==> src/rtl/muldiv_seq.sv <==
// muldiv_seq: multi-cycle M-extension sequencer for the EX stage.
// Iterative shift-add multiplier and restoring divider, one bit per cycle.
// While an op is in flight the pipeline is held via STALL. The result is
// presented for a single cycle on DONE and RESULT keeps that value afterwards.
//
// Ports:
//   CLK    - clock, rising edge
//   RESET  - synchronous, active-high reset
//   START  - EX-stage instruction valid
//   ALU_OP - op code from the control unit (MD ops live at ALU_OP[4:3]=2'b11)
//   DATA1  - rs1 operand
//   DATA2  - rs2 operand
//   FLUSH  - kill the in-flight op (branch taken / trap)
//   STALL  - freeze IF/ID/EX pipeline registers
//   DONE   - RESULT valid this cycle
//   RESULT - mul/div/rem result
//   BUSY   - sequencer is not idle
module muldiv_seq #(
  parameter int XLEN  = 32,
  parameter int CNT_W = 6
) (
  input  logic            CLK,
  input  logic            RESET,
  input  logic            START,
  input  logic [4:0]      ALU_OP,
  input  logic [XLEN-1:0] DATA1,
  input  logic [XLEN-1:0] DATA2,
  input  logic            FLUSH,
  output logic            STALL,
  output logic            DONE,
  output logic [XLEN-1:0] RESULT,
  output logic            BUSY
);

  typedef enum logic [1:0] {
    S_IDLE,
    S_CALC,
    S_FIN
  } state_e;

  localparam logic [4:0] OP_MUL    = 5'b11000;
  localparam logic [4:0] OP_MULH   = 5'b11001;
  localparam logic [4:0] OP_MULHSU = 5'b11010;
  localparam logic [4:0] OP_MULHU  = 5'b11011;
  localparam logic [4:0] OP_DIV    = 5'b11100;
  localparam logic [4:0] OP_REM    = 5'b11101;
  localparam logic [4:0] OP_FWD    = 5'b11110;
  localparam logic [4:0] OP_REMU   = 5'b11111;

  localparam logic [XLEN-1:0] INT_MIN = {1'b1, {(XLEN-1){1'b0}}};

  state_e state, state_nxt;

  logic [CNT_W-1:0]  cnt;
  logic [4:0]        op_q;
  logic              neg_q;   // product / quotient must be negated
  logic              neg_r;   // remainder takes dividend sign
  logic [XLEN-1:0]   opnd;    // |multiplicand| or |divisor|
  logic [2*XLEN-1:0] acc;     // mul: {hi, lo}; div: {remainder, dividend/quotient}
  logic [2*XLEN-1:0] acc_nxt;

  // Input decode
  logic            md_op;
  logic            accept;
  logic            is_div_in;
  logic            signed_a_in, signed_b_in;
  logic            sign_a, sign_b;
  logic [XLEN-1:0] abs_a, abs_b;
  logic            div_zero, div_ovf, special;
  logic [XLEN-1:0] special_res;

  // Iteration datapath
  logic [XLEN:0]     mul_sum;
  logic [XLEN:0]     div_shift;
  logic              div_ge;
  logic [XLEN-1:0]   div_diff;
  logic [2*XLEN-1:0] prod;
  logic [XLEN-1:0]   quo, rem;
  logic [XLEN-1:0]   final_res;
  logic              last_iter;

  always_comb begin
    md_op       = (ALU_OP[4:3] == 2'b11) && (ALU_OP != OP_FWD);
    is_div_in   = ALU_OP[2];
    signed_a_in = (ALU_OP != OP_MULHU) && (ALU_OP != OP_REMU);
    signed_b_in = (ALU_OP == OP_MUL) || (ALU_OP == OP_MULH) ||
                  (ALU_OP == OP_DIV) || (ALU_OP == OP_REM);
    sign_a      = signed_a_in & DATA1[XLEN-1];
    sign_b      = signed_b_in & DATA2[XLEN-1];
    abs_a       = sign_a ? -DATA1 : DATA1;
    abs_b       = sign_b ? -DATA2 : DATA2;
    div_zero    = (DATA2 == '0);
    div_ovf     = ((ALU_OP == OP_DIV) || (ALU_OP == OP_REM)) &&
                  (DATA1 == INT_MIN) && (DATA2 == '1);
    special     = is_div_in & (div_zero | div_ovf);
    if (div_zero) begin
      special_res = (ALU_OP == OP_DIV) ? '1 : DATA1;
    end else begin
      special_res = (ALU_OP == OP_DIV) ? INT_MIN : '0;
    end
  end

  // One iteration. The multiplier sits in the low half and is shifted out
  // LSB-first while partial sums enter at the top; the divider shifts the
  // dividend MSB into the remainder and shifts quotient bits in at the LSB.
  always_comb begin
    mul_sum   = {1'b0, acc[2*XLEN-1:XLEN]} + (acc[0] ? {1'b0, opnd} : '0);
    div_shift = {acc[2*XLEN-1:XLEN], acc[XLEN-1]};
    div_ge    = (div_shift >= {1'b0, opnd});
    // remainder < divisor, so the difference always fits in XLEN bits
    div_diff  = div_shift[XLEN-1:0] - opnd;
    if (op_q[2]) begin
      acc_nxt = {(div_ge ? div_diff : div_shift[XLEN-1:0]), acc[XLEN-2:0], div_ge};
    end else begin
      acc_nxt = {mul_sum, acc[XLEN-1:1]};
    end
  end

  always_comb begin
    prod = neg_q ? -acc_nxt : acc_nxt;
    quo  = acc_nxt[XLEN-1:0];
    rem  = acc_nxt[2*XLEN-1:XLEN];
    case (op_q)
      OP_MUL:                       final_res = prod[XLEN-1:0];
      OP_MULH, OP_MULHSU, OP_MULHU: final_res = prod[2*XLEN-1:XLEN];
      OP_DIV:                       final_res = neg_q ? -quo : quo;
      default:                      final_res = neg_r ? -rem : rem;  // REM, REMU
    endcase
  end

  assign last_iter = (cnt == CNT_W'(XLEN-1));

  always_ff @(posedge CLK) begin
    if (RESET) state <= S_IDLE;
    else       state <= state_nxt;
  end

  always_comb begin
    state_nxt = state;
    accept    = START & md_op & (state == S_IDLE) & ~FLUSH;
    STALL     = accept | (state == S_CALC);
    DONE      = (state == S_FIN);
    BUSY      = (state != S_IDLE);
    if (FLUSH) begin
      state_nxt = S_IDLE;
    end else begin
      case (state)
        S_IDLE:  if (accept) state_nxt = special ? S_FIN : S_CALC;
        S_CALC:  if (last_iter) state_nxt = S_FIN;
        S_FIN:   state_nxt = S_IDLE;
        default: state_nxt = S_IDLE;
      endcase
    end
  end

  always_ff @(posedge CLK) begin
    if (RESET) begin
      cnt    <= '0;
      op_q   <= '0;
      neg_q  <= 1'b0;
      neg_r  <= 1'b0;
      opnd   <= '0;
      acc    <= '0;
      RESULT <= '0;
    end else begin
      case (state)
        S_IDLE: begin
          if (accept) begin
            cnt   <= '0;
            op_q  <= ALU_OP;
            neg_q <= sign_a ^ sign_b;
            neg_r <= sign_a;
            if (is_div_in) begin
              opnd <= abs_b;
              acc  <= {{XLEN{1'b0}}, abs_a};
            end else begin
              opnd <= abs_a;
              acc  <= {{XLEN{1'b0}}, abs_b};
            end
            if (special) RESULT <= special_res;
          end
        end
        S_CALC: begin
          if (!FLUSH) begin
            acc <= acc_nxt;
            cnt <= cnt + 1'b1;
            if (last_iter) RESULT <= final_res;
          end
        end
        default: ;
      endcase
    end
  end

endmodule

==> config.mk <==
export PLATFORM = sky130hd
export DESIGN_NAME = muldiv_seq
export DESIGN_NICKNAME = d
export VERILOG_FILES = /design/src/rtl/muldiv_seq.sv
export SDC_FILE = /design/constraint.sdc
export NUM_CORES = 1
export LEC_CHECK = 0
export BUFFER_PORTS_ARGS = -buffer_cell sky130_fd_sc_hd__buf_2
export CAP_MARGIN = 5
export CORE_AREA = 8 8 222 224
export CTS_BUF_LIST = sky130_fd_sc_hd__clkbuf_4 sky130_fd_sc_hd__clkbuf_8
export DETAILED_ROUTE_END_ITERATION = 12
export DIE_AREA = 0 0 230 232
export PLACE_DENSITY_LB_ADDON = 0.08
export SKIP_CTS_REPAIR_TIMING = 1
export SYNTH_ARGS = -nofsm -noshare
export SYNTH_HDL_FRONTEND = slang
export SYNTH_SLANG_ARGS = --single-unit
==> constraint.sdc <==
create_clock -name CLK -period 5.8 [get_ports CLK]
set_input_delay 1.16 -clock CLK [delete_from_list [all_inputs] [get_ports CLK]]
set_output_delay 1.16 -clock CLK [all_outputs]
set_load 0.02 [all_outputs]
# == Word level (Yosys, flattened, before mapping) ==
# Index checks and enable logic that the tools add are counted.
# W data, S select, Z words.
# totals
register_bits,143
word_cells,96
output_inout_bits,35
in_bits,73
# classes
n_mux,29
eq_ne,22
bitwise_logic,10
n_lt_le_gt_ge,1
add_sub_neg,8
reduce_logical,18
# op_table
operator,count
$mux W32,15
$mux W64,4
$neg A32 Y32,4
$pmux W64 S2,1
$pmux W32 S3,1
$eq A32 B32 Y1 const B,2
$neg A64 Y64,1
$pmux W32 S2,1
$eq A5 B5 Y1 const B,9
$add A32 B32 Y33,1
$ge A33 B32 Y1,1
$logic_not A32 Y1,1
$sub A32 B32 Y32,1
$ne A5 B5 Y1 const B,3
$mux W6,2
$pmux W6 S2,1
$ne A2 B2 Y1 const B,4
$add A6 B1 Y6 const B,1
$and A1 B1 Y1,6
$eq A6 B5 Y1 const B,1
$mux W2,3
$reduce_and A5 Y1,1
$eq A2 B2 Y1 const B,2
$logic_and A1 B1 Y1,4
12 further kinds,18

# == Logic depth before layout (Yosys ltp) ==
# Gate-level depths: netlist of the first run.
# logic_depth
depth_word,9
ltp_mapped,22
ltp_nobuf,20

# == Worst setup path after synthesis of the first run ==
# OpenSTA, ideal clock, no wires.
# synth_timing
path_kind,register -> register
from,register opnd[12]
to,register RESULT[28]
t_arrival_ps,4524
setup_time_ps,70
stages_incl_launch_ff,22
n_path_buf,3
path_slack_ps,1207
path_cell_list,dfxtp_1 > inv_1 > ha_1 > buf_2 > and4_1 > nand4_1 > a211o_2 > a311oi_4 > nor3_2 > buf_2 > a311o_1 > inv_1 > ha_1 > o2111a_1 > nor4b_4 > nand2_2 > or4_1 > buf_2 > or3_1 > a21oi_1 > a21oi_1 > a21oi_1
# synth_between
elab_chain_cells,9
# synth_rtl
item,line,rtl
"start, declared",58,logic [XLEN-1:0] opnd;
"start signal, assigned",174,opnd <= abs_b;
"start signal, assigned",177,opnd <= abs_a;
"$mux W32, or another cell as far along",107,"mul_sum = {1'b0, acc[2*XLEN-1:XLEN]} + (acc[0] ? {1'b0, opnd} : '0);"
$add A32 B32 Y33 / $mux W32 (equally long branches),"107, 113",
$mux W64 (*),112,if (op_q[2]) begin
$neg A64 Y64 / $neg A32 Y32 (equally long branches),"120, 127",
$mux W64 / $mux W32 (equally long branches),"120, 127",
$pmux W32 S3 (*),123,case (op_q)
$mux W32 (*),187,if (last_iter) RESULT <= final_res;
$mux W32 (*),184,if (!FLUSH) begin
$pmux W32 S2 (*),166,case (state)
"end signal, assigned",180,if (special) RESULT <= special_res;
"end signal, assigned",187,
"end, declared",31,"output logic [XLEN-1:0] RESULT,"
# Mark *: on every way between the ends. The rest lies on a longest branch, timed or not. The select of a mux whose other input is x is not followed.
# A chain may end at the register's enable or synchronous reset.

# == Worst setup path in the final report of the first run ==
# layout_timing
from,register acc[51]
to,register RESULT[2]
# layout_between
elab_chain_cells,9
# layout_rtl
item,line,rtl
"start, declared",59,logic [2*XLEN-1:0] acc;
"start signal, assigned",175,"acc <= {{XLEN{1'b0}}, abs_a};"
"start signal, assigned",178,"acc <= {{XLEN{1'b0}}, abs_b};"
"start signal, assigned",185,acc <= acc_nxt;
$ge A33 B32 Y1 (*),109,"div_ge = (div_shift >= {1'b0, opnd});"
$mux W32,113,"acc_nxt = {(div_ge ? div_diff : div_shift[XLEN-1:0]), acc[XLEN-2:0], div_ge};"
$mux W64 (*),112,
$neg A64 Y64 / $neg A32 Y32 (equally long branches),"120, 127",
$mux W64 / $mux W32 (equally long branches),"120, 127",
$pmux W32 S3 (*),123,
$mux W32 (*),187,
$mux W32 (*),184,
$pmux W32 S2 (*),166,
# Marked as above.

==> flow_metrics.env, run 1 <==
export IMPL_p_per_area_nw_per_um2=165.8
export IMPL_placed_area_um2=17240
export IMPL_via_count=18540
export IMPL_numCtsBuffers=17
export IMPL_dieWidth_um=230
export IMPL_first_iter_violations=1674
export IMPL_firstDrtPassIters=6
export IMPL_synth_top_cell_area_share_pct=18.09
export IMPL_antenna_cells=0
export IMPL_num_fill_cells=4982
export IMPL_clockBufferDepth=2
export IMPL_cp_arrival_ns=5.80
export IMPL_cts_sinks=143
export IMPL_maxCapViolCount=0
export IMPL_final_common_cell="nor2_1"
export IMPL_grt_pass1_wl_um=118000
export IMPL_dieArea_um2=53360
export IMPL_critPathLaunchType="register"
export IMPL_avgRoutedWirePerCell_um=27.10
export IMPL_layout_drive_gt1_share_pct=12.60
export IMPL_viasPerCell=6.238
export IMPL_wirelength_um=80540
export IMPL_synthArstFlopShare_pct=0
export IMPL_status="complete, no violations"
export IMPL_worstMarginPinSlew_ns=1.141
export IMPL_max_stage_delay_ns=0.52
export IMPL_post_place_ws_ns=-0.1942
export IMPL_min_path_type="reg -> reg"
export IMPL_antenna_found_initial=3
export IMPL_grt_use_total_pct=29.24
export IMPL_grt_max_degree=80
export IMPL_synth_area_um2=15830
export IMPL_finalCritPeriodShare_pct=93.59
export IMPL_synth_warning_count=0
export IMPL_io_pin_count=108
export IMPL_clock_latency_ns=0.54
export IMPL_worstPathMaxFanout=8
export IMPL_fmaxAchievable_ghz=0.1842
export IMPL_final_util_pct=38.65
export IMPL_core_area_um2=45860
export IMPL_die_h_um=232
export IMPL_fin_area_um2=17730
export IMPL_route_detailed_drc=0
export IMPL_synth_edff_count=0
export IMPL_ys_ff_latch=143
export IMPL_crit_family="compound AO/OA/AOI/OAI gates"
export IMPL_syn_inst=2287
export IMPL_skew_ns=0.01569
export IMPL_cts_root_buf="clkbuf_8"
export IMPL_synth_cell_type_count=101
export IMPL_slew_headroom_pct=23.41
export IMPL_fin_crit_ns=5.428
export IMPL_nets=2498
export IMPL_cts_tree="done"
export IMPL_timing_final_ws_setup_ns=0.3717
export IMPL_required_ns=6.17
export IMPL_critPathKind="reg -> reg"
export IMPL_rsz0062_at_grt="no"
export IMPL_initial_core_util_pct=34.50
export IMPL_io_buffer_count=107
export IMPL_grt_ovfl_total=0
export IMPL_setup_viol=0
export IMPL_drv_slew=0
export IMPL_yosys_area_top_type="dfxtp_1"
export IMPL_htreeDepth=4
export IMPL_ant_nets=0
export IMPL_cp_end_kind="register"
export IMPL_grt_pass1_vias=17770
export IMPL_syn_to_final_growth_pct=12.03
export IMPL_hpwl_um=63730
export IMPL_synth_area_top_cells="dfxtp_1, a21oi_1, nor2_1, ha_1, nand2_1"
export IMPL_rows=79
export IMPL_power_leakage_nw=6.887
export IMPL_ys_dominant_reg_cell="dfxtp_1"
export IMPL_synth_nets=2432
export IMPL_synth_seq_area_share_pct=18.09
export IMPL_synth_area_per_cell_um2=6.920
export IMPL_gp_congestion=0.9674
export IMPL_crit_chain="ha_1 > a21oi_1 > o21ai_1 > a31oi_1 > o21ai_0 > o32a_1 > inv_1 > ha_1 > nand3_1 > nor3_1 > nand3_1 > or2_1 > or3_4 > nand2_2 > o21ai_0 > a32o_1 > o21ai_2 > a311oi_1"
export IMPL_vdd_drop_max_v=0.0001441
export IMPL_final_cell_mix="nor2_1, nand2_1, a21oi_1"
export IMPL_crit_path_top_delay_cell="o32a_1"
export IMPL_path_clk_slew_ns=0.09
export IMPL_cp_buffers_inverters=1
export IMPL_hold_violations=0
## kinds of logic after synthesis
kind of cell	share of synthesized area, %
flops	18.09
buf+inv	5.566
fa+ha+maj	5.787
xor+xnor	7.140
mux	4.032
compound gates	33.11
simple gates	26.27
## metrics by stage
stage	std cells	total power (W)	hold WS, ns	TNS (ns)
2_1_floorplan	2287	0.001618	0.4403	0
3_3_place_gp	2938	0.001969	0.4328	-0.2068
3_5_place_dp	2938	0.001968	0.4417	-0.2097
4_1_cts	2969	0.002924	0.4551	-0.2923
5_1_grt	2972	0.003059	0.4911	0
6_report	2972	0.002939	0.4591	0
## cells in the mapped netlist (9+ instances only)
master,number
nand3_1,58
ha_1,70
buf_1,9
a21o_1,25
o21a_1,14
o211ai_1,73
buf_2,17
a22oi_1,15
and3_1,17
xor2_1,53
nor2_1,265
a31oi_1,39
inv_1,70
a21oi_1,206
nand4_1,41
o21ai_0,162
mux2i_1,48
or4_1,9
dfxtp_1,143
nand2_1,218
or3_1,27
a311oi_1,24
o21bai_1,9
nor3_1,78
nor2b_1,19
nor4_1,23
o21ai_1,17
o31ai_1,31
clkbuf_1,121
mux2_2,13
xnor2_1,76
a211oi_1,49
and2_1,46
nand2b_1,17
## tightest hold or removal path, cell delays in order (launching register included)
cell and delay, ns:
dfxtp_1 0.32, nand2_1 0.06, nand2_1 0.04
## path summary, 6_finish.rpt
check	start	depth (start not counted)	to	slack (ns)
hold / removal	RESULT[19]	2	RESULT[19]	0.46
hold reg to reg	RESULT[19]	2	RESULT[19]	0.46
setup reg to reg	acc[51]	18	RESULT[2]	0.37
setup / recovery	acc[51]	18	RESULT[2]	0.37
## per-layer routing
metal	vias up	track usage (%)	share of wire (%)
met1	8999	37.05	43
met2	734	47.76	46
met4	2	15.72	5.6
met5	-	0	0.016
met3	168	4.019	6.0
li1	8635	-	-
## area by class of cell
cell class	instances	area, um2	share of cell area (%)
Multi-Input combinational cell	1921	12170	68.64
Clock buffer	18	241.5	1.362
Tap cell	607	759.5	4.284
Inverter	72	270.3	1.524
Timing Repair Buffer	198	1234	6.959
Sequential cell	143	2867	16.17
Clock inverter	13	188.9	1.066
## flip-flops by register name (all words and copies together) (netlist names)
| name | count |
|---|---|
| acc | 64 |
| RESULT | 32 |
| opnd | 32 |
| cnt | 6 |
| op_q | 5 |
| state | 2 |
| neg_q | 1 |
| neg_r | 1 |
## where the power goes
group	leakage (nW)	internal (W)	switching [W]
clock network	0.213	0.000473	0.000485
registers	1.16	0.000998	0.0000206
logic	5.52	0.000316	0.000647
total	6.89	0.00179	0.00115
(Power assumes the default switching activity.)
==> inputs of run 2 (changes only) <==
- clock period: 5.8 -> 5.45 ns (I/O delays scaled with it)
==> run 2 against run 1 <==
  * Power rose by 2.8%
  * Critical path depth did not move
  * Utilization rose by 0.44 points
  * Flip-flop and latch count did not move
  * Critical endpoint is now RESULT[10]
  * Largest power group unchanged
==> flow_metrics.env, run 2 (synthesis results as in run 1) <==
export IMPL_required_ns=5.79
export IMPL_io_pin_count=108
export IMPL_worstPathMaxFanout=7
export IMPL_power_leakage_nw=7.009
export IMPL_fin_crit_ns=5.291
export IMPL_clock_latency_ns=0.52
export IMPL_grt_ovfl_total=0
export IMPL_cts_root_buf="clkbuf_8"
export IMPL_firstDrtPassIters=6
export IMPL_hold_violations=0
export IMPL_finalCritPeriodShare_pct=97.08
export IMPL_rsz0062_at_grt="no"
export IMPL_final_cells=3007
export IMPL_clkPwrFrac_pct=29.0
export IMPL_swShare_pct=42.14
export IMPL_final_common_cell="nor2_1"
export IMPL_cp_endpoint="RESULT[10]"
export IMPL_initial_core_util_pct=34.50
export IMPL_cp_arrival_ns=5.63
export IMPL_fin_area_um2=17930
export IMPL_grt_use_total_pct=28.84
export IMPL_p_per_area_nw_per_um2=168.6
export IMPL_status="complete, no violations"
export IMPL_top_register="acc"
export IMPL_maxCapViolCount=0
export IMPL_placed_area_um2=17450
export IMPL_numCtsBuffers=17
export IMPL_hpwl_um=63410
export IMPL_regToRegStartpoint="opnd[12]"
export IMPL_nets=2530
export IMPL_via_count=18550
export IMPL_min_path_type="reg -> reg"
export IMPL_first_iter_violations=1739
export IMPL_critPathLaunchType="register"
export IMPL_seqPwrFrac_pct=35.9
export IMPL_dieArea_um2=53360
export IMPL_cts_tree="done"
export IMPL_skew_ns=0.02116
export IMPL_ant_nets=0
export IMPL_hold_worst_slack_ns=0.4547
export IMPL_syn_to_final_growth_pct=13.29
export IMPL_clockBufferDepth=2
export IMPL_setup_viol=0
export IMPL_combPwrFrac_pct=35.2
export IMPL_core_area_um2=45860
export IMPL_p_sw_w=0.001274
export IMPL_rows=79
export IMPL_gp_congestion=0.9922
export IMPL_route_detailed_drc=0
export IMPL_critPathLaunch="opnd[12]"
export IMPL_final_cell_mix="nor2_1, nand2_1, a21oi_1"
export IMPL_fmaxAchievable_ghz=0.1890
export IMPL_p_int_w=0.001749
export IMPL_placedCellCount=2965
export IMPL_vdd_drop_max_v=0.0001406
export IMPL_grt_pass1_vias=17750
export IMPL_wirelength_um=79940
export IMPL_grt_pass1_wl_um=117300
export IMPL_avgRoutedWirePerCell_um=26.58
export IMPL_cp_end_kind="register"
export IMPL_drv_slew=0
export IMPL_r2r_slack_ns=0.16
export IMPL_timing_final_ws_setup_ns=0.1592
export IMPL_r2r_end="RESULT[10]"
export IMPL_htreeDepth=4
export IMPL_io_buffer_count=107
export IMPL_critPathKind="reg -> reg"
export IMPL_ff2ff_path_depth=18
export IMPL_antenna_found_initial=2
export IMPL_path_clk_slew_ns=0.11
export IMPL_cts_sinks=143
export IMPL_reg_top3="acc x64, RESULT x32, opnd x32"
export IMPL_grt_max_degree=83
export IMPL_layout_drive_gt1_share_pct=14.01
export IMPL_die_h_um=232
export IMPL_dieWidth_um=230
export IMPL_post_place_ws_ns=-0.06383
export IMPL_viasPerCell=6.170
export IMPL_worstMarginPinSlew_ns=1.063
export IMPL_largest_register_ffs=64
export IMPL_setup_tns_ns=0
export IMPL_slew_headroom_pct=29.15
## run 2: cell count changes in the layout (fill, tap and decap cells not counted), moves of 2 or more
cell,delta
a2111oi_0,-2
a2111oi_1,+2
buf_4,+30
bufinv_16,-4
clkinvlp_4,+2
diode_2,+2
inv_6,+2
inv_8,+3
o21ai_2,-2
## run 2: layer usage
layer	track usage, %	share of wire (%)	routed length [um]	vias up
met5	0	0	0	-
met4	14.41	5.3	4260	0
met3	4.337	6.1	4887	172
met2	47.51	46	36760	728
met1	36.41	43	34030	8948
li1	-	-	-	8706
## run 2: cell type report
| class | instances | area [um2] |
|---|---|---|
| diodes | 2 | 5.005 |
| clock buffers | 17 | 234.0 |
| clock inverters | 15 | 126.4 |
| fillers | 5004 | 27940 |
| inverters | 72 | 270.3 |
| multi-input cells | 1921 | 12180 |
| flip-flops and latches | 143 | 2867 |
| well taps | 607 | 759.5 |
| repair buffers | 230 | 1484 |
## run 2: power groups by stage
stage	Clock [W]	Sequential (W)	Combinational (W)
floorplan	0	0.00110	0.000623
global placement	0	0.00111	0.00102
detailed placement	0	0.00111	0.00102
CTS	0.000889	0.00108	0.00103
global route	0.000925	0.00109	0.00113
finish	0.000875	0.00108	0.00106
## run 2: critical path, stage by stage, from the launching register on
cell       delay, ns
dfxtp_1         0.37
inv_1           0.06
ha_1            0.41
and4_1          0.28
nand4_1         0.14
a211o_2         0.40
a311oi_4        0.48
nor3_2          0.18
a311o_1         0.47
inv_1           0.11
ha_1            0.17
o2111a_1        0.20
nor4b_4         0.31
buf_4           0.17
nand4_1         0.23
o21ai_0         0.33
o2bb2ai_1       0.12
a2111oi_1       0.54
a311oi_1        0.11
## run 2: worst min-delay path by stage
| stage | startpoint | end | slack, ns | cells past startpoint |
|---|---|---|---|---|
| after global routing | RESULT[19] | RESULT[19] | 0.47 | 2 |
| after CTS | RESULT[19] | RESULT[19] | 0.45 | 2 |
| final | RESULT[19] | RESULT[19] | 0.45 | 2 |
| after global placement | RESULT[19] | RESULT[19] | 0.44 | 2 |
| after floorplan | opnd[31] | opnd[31] | 0.44 | 2 |
| after detailed placement | RESULT[19] | RESULT[19] | 0.44 | 2 |
## run 2: stage by stage
step,total power [W],utilization [%]
after floorplan,0.001722,-
after global placement,0.002128,38.04
after detailed placement,0.002131,38.04
after CTS,0.003001,38.83
after global routing,0.003138,39.08
final,0.003022,39.09
